===== src/rtl/unidade_de_controle.sv =====
// Multicycle FETCH/DECODE/EXEC control FSM for the 8-bit accumulator CPU.
// Optional macro: CTRL_COND_BRANCH_EN enables JZ/JNZ; otherwise they decode as NOP.
module unidade_de_controle (
  input  logic       clock,
  input  logic       reset,
  input  logic [3:0] opcode,
  input  logic [7:0] acOut,
  output logic       ld_ac,
  output logic       ac_src,
  output logic       pc_src,
  output logic       ld_pc,
  output logic       dm_we,
  output logic       halted,
  output logic [7:0] instr_count
);

  typedef enum logic [1:0] {
    FETCH  = 2'd0,
    DECODE = 2'd1,
    EXEC   = 2'd2,
    HALT   = 2'd3
  } state_t;

  localparam logic [3:0] OP_LOAD  = 4'b0001;
  localparam logic [3:0] OP_STORE = 4'b0010;
  localparam logic [3:0] OP_ADD   = 4'b0011;
  localparam logic [3:0] OP_SUB   = 4'b0100;
  localparam logic [3:0] OP_AND   = 4'b0101;
  localparam logic [3:0] OP_OR    = 4'b0110;
  localparam logic [3:0] OP_XOR   = 4'b0111;
  localparam logic [3:0] OP_JMP   = 4'b1000;
  localparam logic [3:0] OP_JZ    = 4'b1001;
  localparam logic [3:0] OP_JNZ   = 4'b1010;
  localparam logic [3:0] OP_HALT  = 4'b1111;

  state_t     state_q, state_d;
  logic [3:0] op_q;
  logic [7:0] count_q;
  logic       ac_zero;

`ifdef CTRL_COND_BRANCH_EN
  assign ac_zero = (acOut == 8'h00);
`else
  // Conditional branches are compiled out, so the accumulator is not observed.
  logic unused_acout;
  assign unused_acout = ^acOut;
  assign ac_zero      = 1'b0;
`endif

  always_ff @(posedge clock) begin
    if (!reset) begin
      state_q <= FETCH;
      op_q    <= 4'b0000;
      count_q <= 8'h00;
    end else begin
      state_q <= state_d;
      if (state_q == DECODE) op_q <= opcode;
      if (state_q == EXEC) count_q <= count_q + 8'd1;
    end
  end

  always_comb begin
    state_d = state_q;
    ld_ac   = 1'b0;
    ac_src  = 1'b0;
    pc_src  = 1'b0;
    ld_pc   = 1'b0;
    dm_we   = 1'b0;
    halted  = 1'b0;
    unique case (state_q)
      FETCH:  state_d = DECODE;
      DECODE: state_d = EXEC;
      EXEC: begin
        if (op_q == OP_HALT) begin
          state_d = HALT;
        end else begin
          state_d = FETCH;
          ld_pc   = 1'b1;
          case (op_q)
            OP_LOAD: begin
              ld_ac  = 1'b1;
              ac_src = 1'b1;
            end
            OP_STORE: dm_we = 1'b1;
            OP_ADD, OP_SUB, OP_AND, OP_OR, OP_XOR: ld_ac = 1'b1;
            OP_JMP: pc_src = 1'b1;
`ifdef CTRL_COND_BRANCH_EN
            OP_JZ:  pc_src = ac_zero;
            OP_JNZ: pc_src = !ac_zero;
`endif
            default: ;
          endcase
        end
      end
      HALT: halted = 1'b1;
      default: state_d = FETCH;
    endcase
  end

  assign instr_count = count_q;

endmodule


===== config.mk =====
export PLATFORM = sky130hd
export DESIGN_NAME = unidade_de_controle
export DESIGN_NICKNAME = d
export VERILOG_FILES = /design/src/rtl/unidade_de_controle.sv
export SDC_FILE = /design/constraint.sdc
export NUM_CORES = 1
export LEC_CHECK = 0
export ABC_AREA = 1
export CAP_MARGIN = 0
export CORE_AREA = 2 2 39 41
export CTS_CLUSTER_DIAMETER = 50
export DETAILED_ROUTE_END_ITERATION = 7
export DIE_AREA = 0 0 41 43
export DONT_BUFFER_PORTS = 1
export GPL_TIMING_DRIVEN = 0
export HOLD_SLACK_MARGIN = 0.02
export PLACE_DENSITY = 0.69
export SYNTH_ARGS = -nofsm -noshare
export SYNTH_HDL_FRONTEND = slang
export SYNTH_SLANG_ARGS = --single-unit

===== constraint.sdc =====
create_clock -name clock -period 2.3 [get_ports clock]
set_input_delay 0.46 -clock clock [delete_from_list [all_inputs] [get_ports clock]]
set_output_delay 0.46 -clock clock [all_outputs]
set_load 0.03 [all_outputs]

==> reports/results.tsv <==
stage	metric	value	unit
run_status	status	finished, final reports clean	
layout	Finished Core Util	0.572	
sta	worst setup margin	146	ps
flow_run	max_cap viols	0	
layout	layout cells sized above 1	0.112	
critical_path	worst reg2reg setup slack	800	ps
pwr	sw power	163	uW
drt	via count	595	
drt	met2 WL	675	um
layout	design area	792	um2
min_path	Worst Hold Class	in2reg	
critical_path	Reg2Reg Depth	6	
sta	Final Setup Violations	0	
layout	area growth from synthesis to layout	13.0	%
sta	clock period minus worst slack	2150	ps
layout	most frequent cells in the layout	inv_1, dfxtp_1, nor2_1	
logic_synthesis	register area share after synthesis	0.400	
floorplan	full die area	1760	um2
drt	Post-DRT Antenna Nets	0	
sta	slew margin rel.	0.622	
floorplan	io pins	28	
drt	average routed wire per standard cell	11.6	um
critical_path	critical path launch point	state_q[1]$_SDFFE_PN0P_	
drt	first-pass iteration count of the detailed router	4	
critical_path	crit path launch type	register	
global_route	GR Overflow Total	0	
critical_path	FF-to-FF Start	instr_count[0]$_SDFFE_PN0P_	
logic_synthesis	Avg Inst Size Synth	7.45	um2
logic_synthesis	cell type with the largest total area after synthesis	dfxtp_1	
floorplan	Die Width	41	um
pwr	leakage power	0.000330	uW
placement	# port buffers	0	
clock_tree	CTS Buf Count	3	
clock_tree	CTS clk-pin slew, worst paths	90	ps
logic_synthesis	yosys warns	0	
global_route	largest net degree at the start of global routing	11	
drt	Residual DRC	0	
logic_synthesis	Gate Count Post-Synth	94	
clock_tree	CTS tree	done	
pwr	combinational share of power	0.144	
placement	placed inst area	721	um2
sta	RSZ-0062 raised after global routing	false	
sta	max-slew violation count	0	
drt	Routed Wire Length	1.33	mm
logic_synthesis	Synth cell types	18	
layout	leading cell type in the layout, fill and taps excluded	inv_1	
pwr	Flop pwr share	0.527	
pwr	Clock Power Share	0.330	
clock_tree	later-pin clock latency in the skew report	280	ps
drt	max layer used	met4	
sta	Slew @ Worst Pin	566	ps
layout	Final nets	118	
floorplan	Std-Cell Rows	14	
sta	clock skew	7.08	ps
clock_tree	H-Tree Depth	1	
critical_path	WS Path Type	reg2out	
logic_synthesis	top cells by area in the synthesized netlist	dfxtp_1, ha_1, inv_1, a21oi_1, nor2_1	
clock_tree	Max clock buf depth	2	
logic_synthesis	Synth Cell Area	701	um2
global_route	first-pass GRT wire length	2.04	mm
sta	Fin. Hold Viols	0	
drt	WL met3	87	um
critical_path	crit end category	output port	
logic_synthesis	synthesized flop and latch total	14	
pwr	pwr/cell area	684	nW/um2
floorplan	die height	43	um
clock_tree	clk root buf	clkbuf_4	
drt	WL met1	548	um
logic_synthesis	Syn Nets	113	
global_route	total track usage	0.175	
logic_synthesis	share of Yosys cell area claimed by the top area cell type	0.400	
sta	max frequency	0.464	GHz
clock_tree	clk sinks	14	
floorplan	Core ar.	1380	um2
placement	post-detail-place hpwl	919	um
global_route	vias in the first global route	528	
placement	RD Place Congestion	0.685	
critical_path	Critical Path End	ac_src	
critical_path	reg2reg end	instr_count[6]$_SDFFE_PN0P_	
global_route	initial antenna violation count	0	
clock_tree	number of post-CTS setup repair buffers	0	
drt	drt initial violations	7	
pwr	Cell Int Power	379	uW
pwr	Sw Ratio	0.300	
critical_path	crit path max fanout	9	
layout	n_diodes	0	
critical_path	Arr. time, crit path	1690	ps
placement	Setup WS pre-CTS	-3.90	ps
pwr	Peak VDD IR	0.400	mV
drt	routed vias/inst	5.22	
critical_path	CP required	1840	ps
floorplan	Starting Density	0.506	
layout	fill count	128	
sta	fin crit share	0.937	
layer usage:
metal | up-vias | GRT usage
met4 | 0 | 0.120
met3 | 2 | 0.0366
met2 | 15 | 0.281
met5 | - | 0
li1 | 312 | -
met1 | 266 | 0.191
sequential cells by signal, summed over array words and instances, names as in the netlist:
name,flops
instr_count,8
op_q,4
state_q,2
cell families (layout without fill, tap and decap cells):
logic type	count (synthesis)	after routing	synth area share
simple gates	34	34	0.227
fa+ha+maj	5	5	0.0893
flops	14	14	0.400
compound gates	24	24	0.182
buf+inv	17	21	0.102
critical path: stages (launching register included):
cell     delay, ps
dfxtp_1        400
ha_1           180
buf_6          130
inv_1          150
nor4_4         540
synthesized netlist by cell type:
cell	n
inv_1	15
dfxtp_1	14
nor2_1	13
nand2_1	12
a21oi_1	11
o21ai_0	9
ha_1	5
nand3_1	2
nor3_1	2
nor4_1	2
o21a_1	2
a211oi_1	1
buf_6	1
clkbuf_1	1
nand2_4	1
nand3_2	1
nor2_4	1
o21ai_1	1
per-stage QoR:
stage                     setup TNS (ps)  cells  power, uW  hold slack [ps]
after detailed placement           -3.90    110        356              500
after floorplan                        0     94        342              474
after global routing                   0    114        575              325
final                                  0    114        542              313
after CTS                        -0.0167    114        545              307
after global placement                 0    110        354              488
worst min-delay path by stage:
| stage | start | to | slack (ps) | depth (start not counted) |
|---|---|---|---|---|
| finish | opcode[1] | op_q[1]$_SDFFE_PN0N_ | 310 | 2 |
| floorplan | op_q[3]$_SDFFE_PN0N_ | op_q[3]$_SDFFE_PN0N_ | 470 | 2 |
| global placement | op_q[3]$_SDFFE_PN0N_ | op_q[3]$_SDFFE_PN0N_ | 490 | 2 |
| detailed placement | op_q[3]$_SDFFE_PN0N_ | op_q[3]$_SDFFE_PN0N_ | 500 | 2 |
| global route | opcode[1] | op_q[1]$_SDFFE_PN0N_ | 330 | 2 |
| CTS | opcode[1] | op_q[1]$_SDFFE_PN0N_ | 310 | 2 |
area by class of cell:
type | instances | area [um2] | share of cell area
Multi-Input combinational cell | 63 | 384 | 0.485
Clock buffer | 4 | 36.3 | 0.0458
Tap cell | 16 | 20.0 | 0.0253
Buffer | 2 | 15.0 | 0.0190
Inverter | 15 | 56.3 | 0.0711
Sequential cell | 14 | 280 | 0.354
power by group through the flow:
| stage | Clock (uW) | Sequential (uW) | Combinational [uW] |
|---|---|---|---|
| 6_report | 179 | 285 | 77.8 |
| 3_3_place_gp | 0 | 286 | 68.0 |
| 5_1_grt | 195 | 288 | 91.2 |
| 3_5_place_dp | 0 | 287 | 68.8 |
| 4_1_cts | 186 | 284 | 75.8 |
| 2_1_floorplan | 0 | 283 | 59.1 |
repair_timing:
item                       4_1_cts  5_1_grt
hold buffers                     0        0
cloned                           0        0
resized for setup                4        1
setup endpoints to repair        3        1
(Power assumes the default switching activity.)
==> variant: new RTL, same flow settings <==
Build with the macro `CTRL_COND_BRANCH_EN` defined.
--- a/src/rtl/unidade_de_controle.sv
+++ b/src/rtl/unidade_de_controle.sv
@@ -1,4 +1,6 @@
 // Multicycle FETCH/DECODE/EXEC control FSM for the 8-bit accumulator CPU.
 // Optional macro: CTRL_COND_BRANCH_EN enables JZ/JNZ; otherwise they decode as NOP.
+`define CTRL_COND_BRANCH_EN
+
 module unidade_de_controle (
   input  logic       clock,
Behaviour: not the same (a bounded check fails within 4 cycles, from zero or initial values and one cycle with reset low).
==> variant against the unedited design <==
The run now ends with setup timing left. Maximum frequency down 15%. Routed wire length shrank 3.0%. Setup slack worse by 370 ps. Synthesized area up 5.7%. Cell area is 0.95% higher. Sequential cell count did not move. First-iteration DRC count up 14%. Synthesized cell count is 11% higher. Critical path depth unchanged. Register-to-register slack gained 50 ps. Via count is 6.6% higher. Total power shrank 2.2%. Cell count is 8.8% higher. Die area stayed put.
==> variant: results (changes against the unedited design) <==
Async SR Flop Fraction 0% (unchanged); PostCTS Resize Cnt 0 (-4); Detailed Routing Iterations Pass 1 4 (unchanged); WL met2 579 µm (-14%); HP Class in -> reg; Setup Buffers After CTS 0 (unchanged); Port Buffers 0 (unchanged); CTS buffer count 3 (unchanged); Relative slew margins 15.1% (-47 points); Final Wtd Congestion 0.782 (+14%); clk_skew 5.15 ps (-1.93 ps); vias post-DR 634 (+6.6%); top layer in use met4; Crit-path slowest cell nor4_1; max reg flops 8 (unchanged); Post-DP Area 761 µm² (+5.6%); P_sw 150 µW (-7.8%); share of layout cells above drive strength 1 12.0% (+0.81 points); global-route wire length before repair 2010 µm (-1.7%); vias in the first global route 515 (-2.5%); Setup WS post-layout -221 ps (-366 ps); CTS root buffer clkbuf_4; top post-synthesis cells by area dfxtp_1 (38%), nor2_1 (13%), nand2_1 (8.6%), ha_1 (8.4%), inv_1 (5.6%); metal3 WL 77 µm (-11%); Final setup violation count 2 (+2); Final HPWL DP 977 µm (+6.3%); maximum root-to-sink buffer count 2 (unchanged); Crit path largest cell delay 960 ps (+420 ps); clk_lat worst skew 280 ps (about the same); Setup TNS Final -429 ps (-429 ps); met2 usage 23.8% (-4.4 points); ant diodes 0 (unchanged); met3 Use GR 3.66% (unchanged); met1 Use GR 21.6% (+2.5 points); failing checks setup timing; aggregate routed wire length 1290 µm (-3.0%); worst-path fanout max 9 (unchanged); cell family with most CP delay simple AND/OR/NAND/NOR gates; worst vdd ir 0.457 mV (+14%); Pleak 0.332 nW (+0.67%); total power 530 µW (-2.2%); Clock transition at path regs 90 ps (about the same); Synth cell types 19 (+1); Initial DRC Count 8 (+1); GRT Util Overall 16.5% (-0.94 points); Total Nets Final 128 (+8.5%); run status finished with violations; fill count 142 (+11%); sequential share of the synthesized area 37.8% (-2.2 points); Max H-tree Level 1 (unchanged); top_reg_cell synth dfxtp_1; post-synth net total 123 (+8.8%); YS warnings 0 (unchanged); initial antenna violation count 0 (unchanged); top cells by count, synth nor2_1 (25), nand2_1 (17), dfxtp_1 (14), inv_1 (11); met1 WL 614 µm (+12%); largest net degree at the start of global routing 11 (unchanged)
-- variant: final timing paths --
kind | startpoint | end | slack (ps) | depth (start not counted)
max reg2reg | instr_count[0]$_SDFFE_PN0P_ | instr_count[6]$_SDFFE_PN0P_ | 850 | 6
min | reset | state_q[1]$_SDFFE_PN0P_ | 320 | 2
max | state_q[1]$_SDFFE_PN0P_ | ac_src | -220 | 4
min reg2reg | op_q[3]$_SDFFE_PN0P_ | op_q[3]$_SDFFE_PN0P_ | 510 | 2
-- variant: layout make-up --
type / instances / area, µm² / share of cell area, %
Tap cell: 16 / 20.0 / 2.50
Inverter: 11 / 41.3 / 5.16
Sequential cell: 14 / 280 / 35.1
Clock buffer: 4 / 36.3 / 4.54
Multi-Input combinational cell: 77 / 405 / 50.7
Buffer: 2 / 16.3 / 2.03
-- variant: power groups by stage --
| stage | Clock (mW) | Combinational [mW] | Sequential (mW) |
|---|---|---|---|
| 3_3_place_gp | 0 | 0.0691 | 0.287 |
| 5_1_grt | 0.190 | 0.0837 | 0.286 |
| 4_1_cts | 0.182 | 0.0724 | 0.282 |
| 6_report | 0.175 | 0.0727 | 0.282 |
| 3_5_place_dp | 0 | 0.0719 | 0.288 |
| 2_1_floorplan | 0 | 0.0608 | 0.284 |
-- variant: cells by family (layout without fill, tap and decap cells) --
family          Yosys count  count (layout)  share of synthesized area, %
simple gates             54              54                          32.8
buf+inv                  13              17                          7.77
xor+xnor                  2               2                          2.37
flops                    14              14                          37.8
fa+ha+maj                 5               5                          8.45
compound gates           16              16                          10.8
-- variant: metrics by stage --
stage	std cells	setup WS, ps
2_1_floorplan	104	203
3_3_place_gp	120	103
3_5_place_dp	120	66.0
4_1_cts	124	-250
5_1_grt	124	-319
6_report	124	-221
